File: config.mk
export PLATFORM = sky130hd
export DESIGN_NAME = alu_share_arb
export DESIGN_NICKNAME = d
export VERILOG_FILES = /design/src/rtl/alu_share_arb.sv
export SDC_FILE = /design/constraint.sdc
export NUM_CORES = 1
export LEC_CHECK = 0
export BUFFER_PORTS_ARGS = -buffer_cell sky130_fd_sc_hd__buf_2
export CORE_MARGIN = 2
export CORE_UTILIZATION = 43
export DETAILED_ROUTE_END_ITERATION = 12
export GPL_TIMING_DRIVEN = 1
export PLACE_DENSITY = 0.78
export SETUP_SLACK_MARGIN = 0.1
export SYNTH_ARGS = -nofsm -noshare
export SYNTH_HDL_FRONTEND = slang
export SYNTH_SLANG_ARGS = --single-unit
File: constraint.sdc
create_clock -name clk -period 7.1 [get_ports clk]
set_input_delay 0.71 -clock clk [delete_from_list [all_inputs] [get_ports clk]]
set_output_delay 0.71 -clock clk [all_outputs]
set_load 0.02 [all_outputs]
File: src/rtl/alu_share_arb.sv
// Two-requester arbiter in front of one shared combinational ALU.
// Round-robin on ties, one operation in flight, registered response with back-pressure.
module alu_share_arb #(
   parameter int WIDTH = 32
) (
   input  logic             clk,
   input  logic             reset,
   input  logic             req0_valid,
   input  logic [WIDTH-1:0] req0_a,
   input  logic [WIDTH-1:0] req0_b,
   input  logic [2:0]       req0_f,
   output logic             req0_ready,
   input  logic             req1_valid,
   input  logic [WIDTH-1:0] req1_a,
   input  logic [WIDTH-1:0] req1_b,
   input  logic [2:0]       req1_f,
   output logic             req1_ready,
   output logic [WIDTH-1:0] alu_a,
   output logic [WIDTH-1:0] alu_b,
   output logic [2:0]       alu_f,
   input  logic [WIDTH-1:0] alu_y,
   input  logic             alu_zero,
   output logic             rsp_valid,
   output logic             rsp_id,
   output logic [WIDTH-1:0] rsp_y,
   output logic             rsp_zero,
   input  logic             rsp_ready
);

   // state | meaning
   // IDLE  | sample requests, grant one, latch its operands
   // EXEC  | shared ALU evaluates latched operands; result captured
   // RESP  | result presented until rsp_ready
   typedef enum logic [1:0] {IDLE, EXEC, RESP} state_t;

   state_t           state_q, state_d;
   logic [WIDTH-1:0] op_a_q, op_a_d;
   logic [WIDTH-1:0] op_b_q, op_b_d;
   logic [2:0]       op_f_q, op_f_d;
   logic             op_id_q, op_id_d;
   logic [WIDTH-1:0] rsp_y_q, rsp_y_d;
   logic             rsp_zero_q, rsp_zero_d;
   logic             rsp_id_q, rsp_id_d;
   logic             last_grant_q, last_grant_d;
   logic             gnt0, gnt1;

   always_ff @(posedge clk or posedge reset) begin
      if (reset) begin
         state_q      <= IDLE;
         op_a_q       <= '0;
         op_b_q       <= '0;
         op_f_q       <= '0;
         op_id_q      <= 1'b0;
         rsp_y_q      <= '0;
         rsp_zero_q   <= 1'b0;
         rsp_id_q     <= 1'b0;
         last_grant_q <= 1'b1;
      end else begin
         state_q      <= state_d;
         op_a_q       <= op_a_d;
         op_b_q       <= op_b_d;
         op_f_q       <= op_f_d;
         op_id_q      <= op_id_d;
         rsp_y_q      <= rsp_y_d;
         rsp_zero_q   <= rsp_zero_d;
         rsp_id_q     <= rsp_id_d;
         last_grant_q <= last_grant_d;
      end
   end

   // Requester 0 wins a tie only when requester 1 was granted last.
   assign gnt0 = req0_valid & (~req1_valid | last_grant_q);
   assign gnt1 = req1_valid & ~gnt0;

   always_comb begin
      state_d      = state_q;
      op_a_d       = op_a_q;
      op_b_d       = op_b_q;
      op_f_d       = op_f_q;
      op_id_d      = op_id_q;
      rsp_y_d      = rsp_y_q;
      rsp_zero_d   = rsp_zero_q;
      rsp_id_d     = rsp_id_q;
      last_grant_d = last_grant_q;
      req0_ready   = 1'b0;
      req1_ready   = 1'b0;
      rsp_valid    = 1'b0;
      case (state_q)
         IDLE: begin
            req0_ready = gnt0;
            req1_ready = gnt1;
            if (gnt0 || gnt1) begin
               op_a_d       = gnt1 ? req1_a : req0_a;
               op_b_d       = gnt1 ? req1_b : req0_b;
               op_f_d       = gnt1 ? req1_f : req0_f;
               op_id_d      = gnt1;
               last_grant_d = gnt1;
               state_d      = EXEC;
            end
         end
         EXEC: begin
            rsp_y_d    = alu_y;
            rsp_zero_d = alu_zero;
            rsp_id_d   = op_id_q;
            state_d    = RESP;
         end
         RESP: begin
            rsp_valid = 1'b1;
            if (rsp_ready) state_d = IDLE;
         end
         default: state_d = IDLE;
      endcase
   end

   assign alu_a    = op_a_q;
   assign alu_b    = op_b_q;
   assign alu_f    = op_f_q;
   assign rsp_y    = rsp_y_q;
   assign rsp_zero = rsp_zero_q;
   assign rsp_id   = rsp_id_q;

endmodule

==> metrics.md <==
| Metric | Value |
|---|---|
| Status | `finished, final reports clean` |
| Commonest non-fill, non-tap cell in the layout | `buf_2` |
| First-pass GRT wire length | `18.7 mm` |
| P_leak | `0.00335 uW` |
| Fin. max-slew vios | `0` |
| Clk_lat worst skew | `0.34 ns` |
| Tmin final | `approximately 2.8 ns` |
| Share of cells above drive strength 1 | `approximately 80%` |
| Number of I/O pins | `~280` |
| Avg Synthesized Cell Area | `15.8 um2` |
| IO buf count | `between 200 and 300` |
| CP Class | `reg2out` |
| Total Wirelength | `roughly 12 mm` |
| Max stage delay on crit path | `about 0.84 ns` |
| Crit-path cells | `a21bo_4 -> nor3_1 -> buf_2` |
| R2R depth | `3` |
| Vias in the first global route | `between 3k and 4k` |
| Area growth syn-to-layout | `36.2%` |
| Synth warn | `0` |
| WP data arrival | `approximately 2.1 ns` |
| Clk sinks | `about 110` |
| Setup_tns | `0 ns` |
| Nature of the critical path startpoint | `register` |
| Routed Antenna Nets | `0` |
| Initial Utilization | `between 40 and 50%` |
| Peak supply drop | `a little under 300 uV` |
| Max Buffers Root-to-Sink | `2` |
| Post-cts repair resize count | `0` |
| GRT overflow | `0` |
| CTS clk-pin slew, worst paths | `about 0.070 ns` |
| Initial antenna violation count | `0` |
| Setup crit end kind | `primary output` |
| Fin. Hold Viols | `0` |
| Largest net degree at the start of global routing | `slightly above 70` |
| Fin Clk Skew | `0.00869 ns` |
| Number of setup buffers added after CTS | `0` |
| Gate Count Post-Synth | `between 300 and 400` |
| Seq/Total Area, Yosys | `54.0%` |
| GPL Wtd Cong | `0.799` |
| Worst endpoint required time | `6.39 ns` |
| Worst Path Buf+Inv | `1` |
| Mapped cell area | `4870 um2` |
| Hold_buf cts | `0` |
| Via count | `about 3.5k` |
| Nets | `749` |
| Mean number of vias per cell | `4.79` |
| Core Area | `~11000 um2` |
| F_max | `around 0.36 GHz` |
| Tot Pwr | `between 3000 and 4000 uW` |
| # diodes | `0` |
| Routed wire per std cell | `16.0 um` |
| Hold crit path type | `in2async` |
| H-tree Lvls | `3` |
| DR pass1 iterations | `3` |
| Final HPWL DP | `slightly below 9 mm` |
| DRT iter0 DRCs | `between 70 and 80` |
| Cell row count | `38` |
| Seq cells post-synth | `105` |
| Rel. slew slack | `between 20 and 30%` |
| Critical-path top delay cell | `a21bo_4` |
| CTS root buffer | `clkbuf_16` |
| MaxCap Viol Count | `0` |
| Critical path's top delay family | `compound AO/OA/AOI/OAI gates` |
| DIE AREA | `12200 um2` |
| Fin crit share | `39.4%` |
| Commonest cells after routing, fill and taps aside | `buf_2 (275), mux2_2 (129), dfrtp_1 (104), mux2_4 (38), clkbuf_16 (9)` |
| Hold Slack | `0.375 ns` |
| Worst Tran Pin Value | `~1.1 ns` |
| Cell count after placement | `706` |
| Cts bufs inserted | `9` |
| Drt drc | `0` |
| Peak fanout along the critical path | `a little under 70` |
| PwrDens | `~470 nW/um2` |
| Yosys cell types | `19` |
| CTS tree | `built` |
| DIE WIDTH | `110 um` |
| Syn_nets | `just under 500` |
| Post-route insts no fill | `722` |
| CP Depth | `3` |
| Height of the die | `roughly 110 um` |
| Unrepaired setup endpoints after global routing | `no` |
| Total track usage | `a little under a fifth` |
| Finish-stage setup viols | `0` |
synth_stat cells:
library cell,instances,share of area (%)
a21bo_1,1,0.21
a22o_1,1,0.18
buf_2,14,1.4
buf_4,1,0.15
buf_6,4,0.92
clkbuf_1,1,0.077
dfrtp_1,104,53
dfstp_2,1,0.54
inv_1,3,0.23
mux2_2,129,30
mux2_4,38,12
nand2_1,2,0.15
nand2b_1,2,0.26
nor2_1,2,0.15
nor2b_1,1,0.13
nor3_1,1,0.10
o21a_1,1,0.15
o21ai_0,2,0.21
o21bai_1,1,0.15
worst paths after layout:
kind / from / end / slack (ns)
setup reg to reg: last_grant_q$_DFFE_PP1P_ / alu_a[27]$_DFFE_PP0P_ / 4.87
min in group clk: rsp_y[16]$_DFFE_PP0N_ / rsp_y[16]$_DFFE_PP0N_ / 0.50
max in group asynchronous: reset / alu_b[6]$_DFFE_PP0P_ / 5.49
hold / removal: reset / rsp_y[17]$_DFFE_PP0N_ / 0.38
hold reg to reg: rsp_y[16]$_DFFE_PP0N_ / rsp_y[16]$_DFFE_PP0N_ / 0.50
setup / recovery: last_grant_q$_DFFE_PP1P_ / req1_ready / 4.30
power by group:
part / leakage [uW] / total, uW / internal, uW / switching [uW]
logic: 0.00197 / 1520 / 711 / 810
registers: 0.00123 / 1070 / 913 / 158
clock network: 0.000149 / 505 / 293 / 212
final cells by class:
| type | count | area [um2] |
|---|---|---|
| flip-flops and latches | 105 | 2630 |
| fillers | 865 | 4300 |
| multi-input cells | 181 | 2120 |
| clock buffers | 12 | 256 |
| inverters | 3 | 13.8 |
| repair buffers | 277 | 1390 |
| clock inverters | 4 | 51.3 |
| well taps | 140 | 175 |
state kept, by name, summed over array words and instances, names as in the netlist, 2 cells and up:
register,count
rsp_y,32
alu_f,3
state_q,2
alu_b,32
alu_a,32
cell families after synthesis:
family	after synthesis	share of synthesized area (%)
AND/OR/NAND/NOR	8	0.796
AO/OA/AOI/OAI	6	0.899
flip-flops	105	54.0
multiplexers	167	41.5
buffers and inverters	23	2.82
stage by stage:
step	util, %	cell area, um2	setup WS [ns]
2_1_floorplan	-	4870	3.63
3_3_place_gp	57.9	6330	4.37
3_5_place_dp	57.9	6330	4.30
4_1_cts	60.7	6640	4.26
5_1_grt	60.7	6640	4.10
6_report	60.7	6640	4.30
layer usage:
layer  track usage (%)  part of all wire (%)  up-vias
li1                  -                     -     1632
met1              19.7                    37     1644
met5                 0                     0        -
met4              7.50                   1.6        0
met2              35.1                    53      170
met3              6.37                   9.1       14
Note: power is estimated with default switching activity, not from simulation.
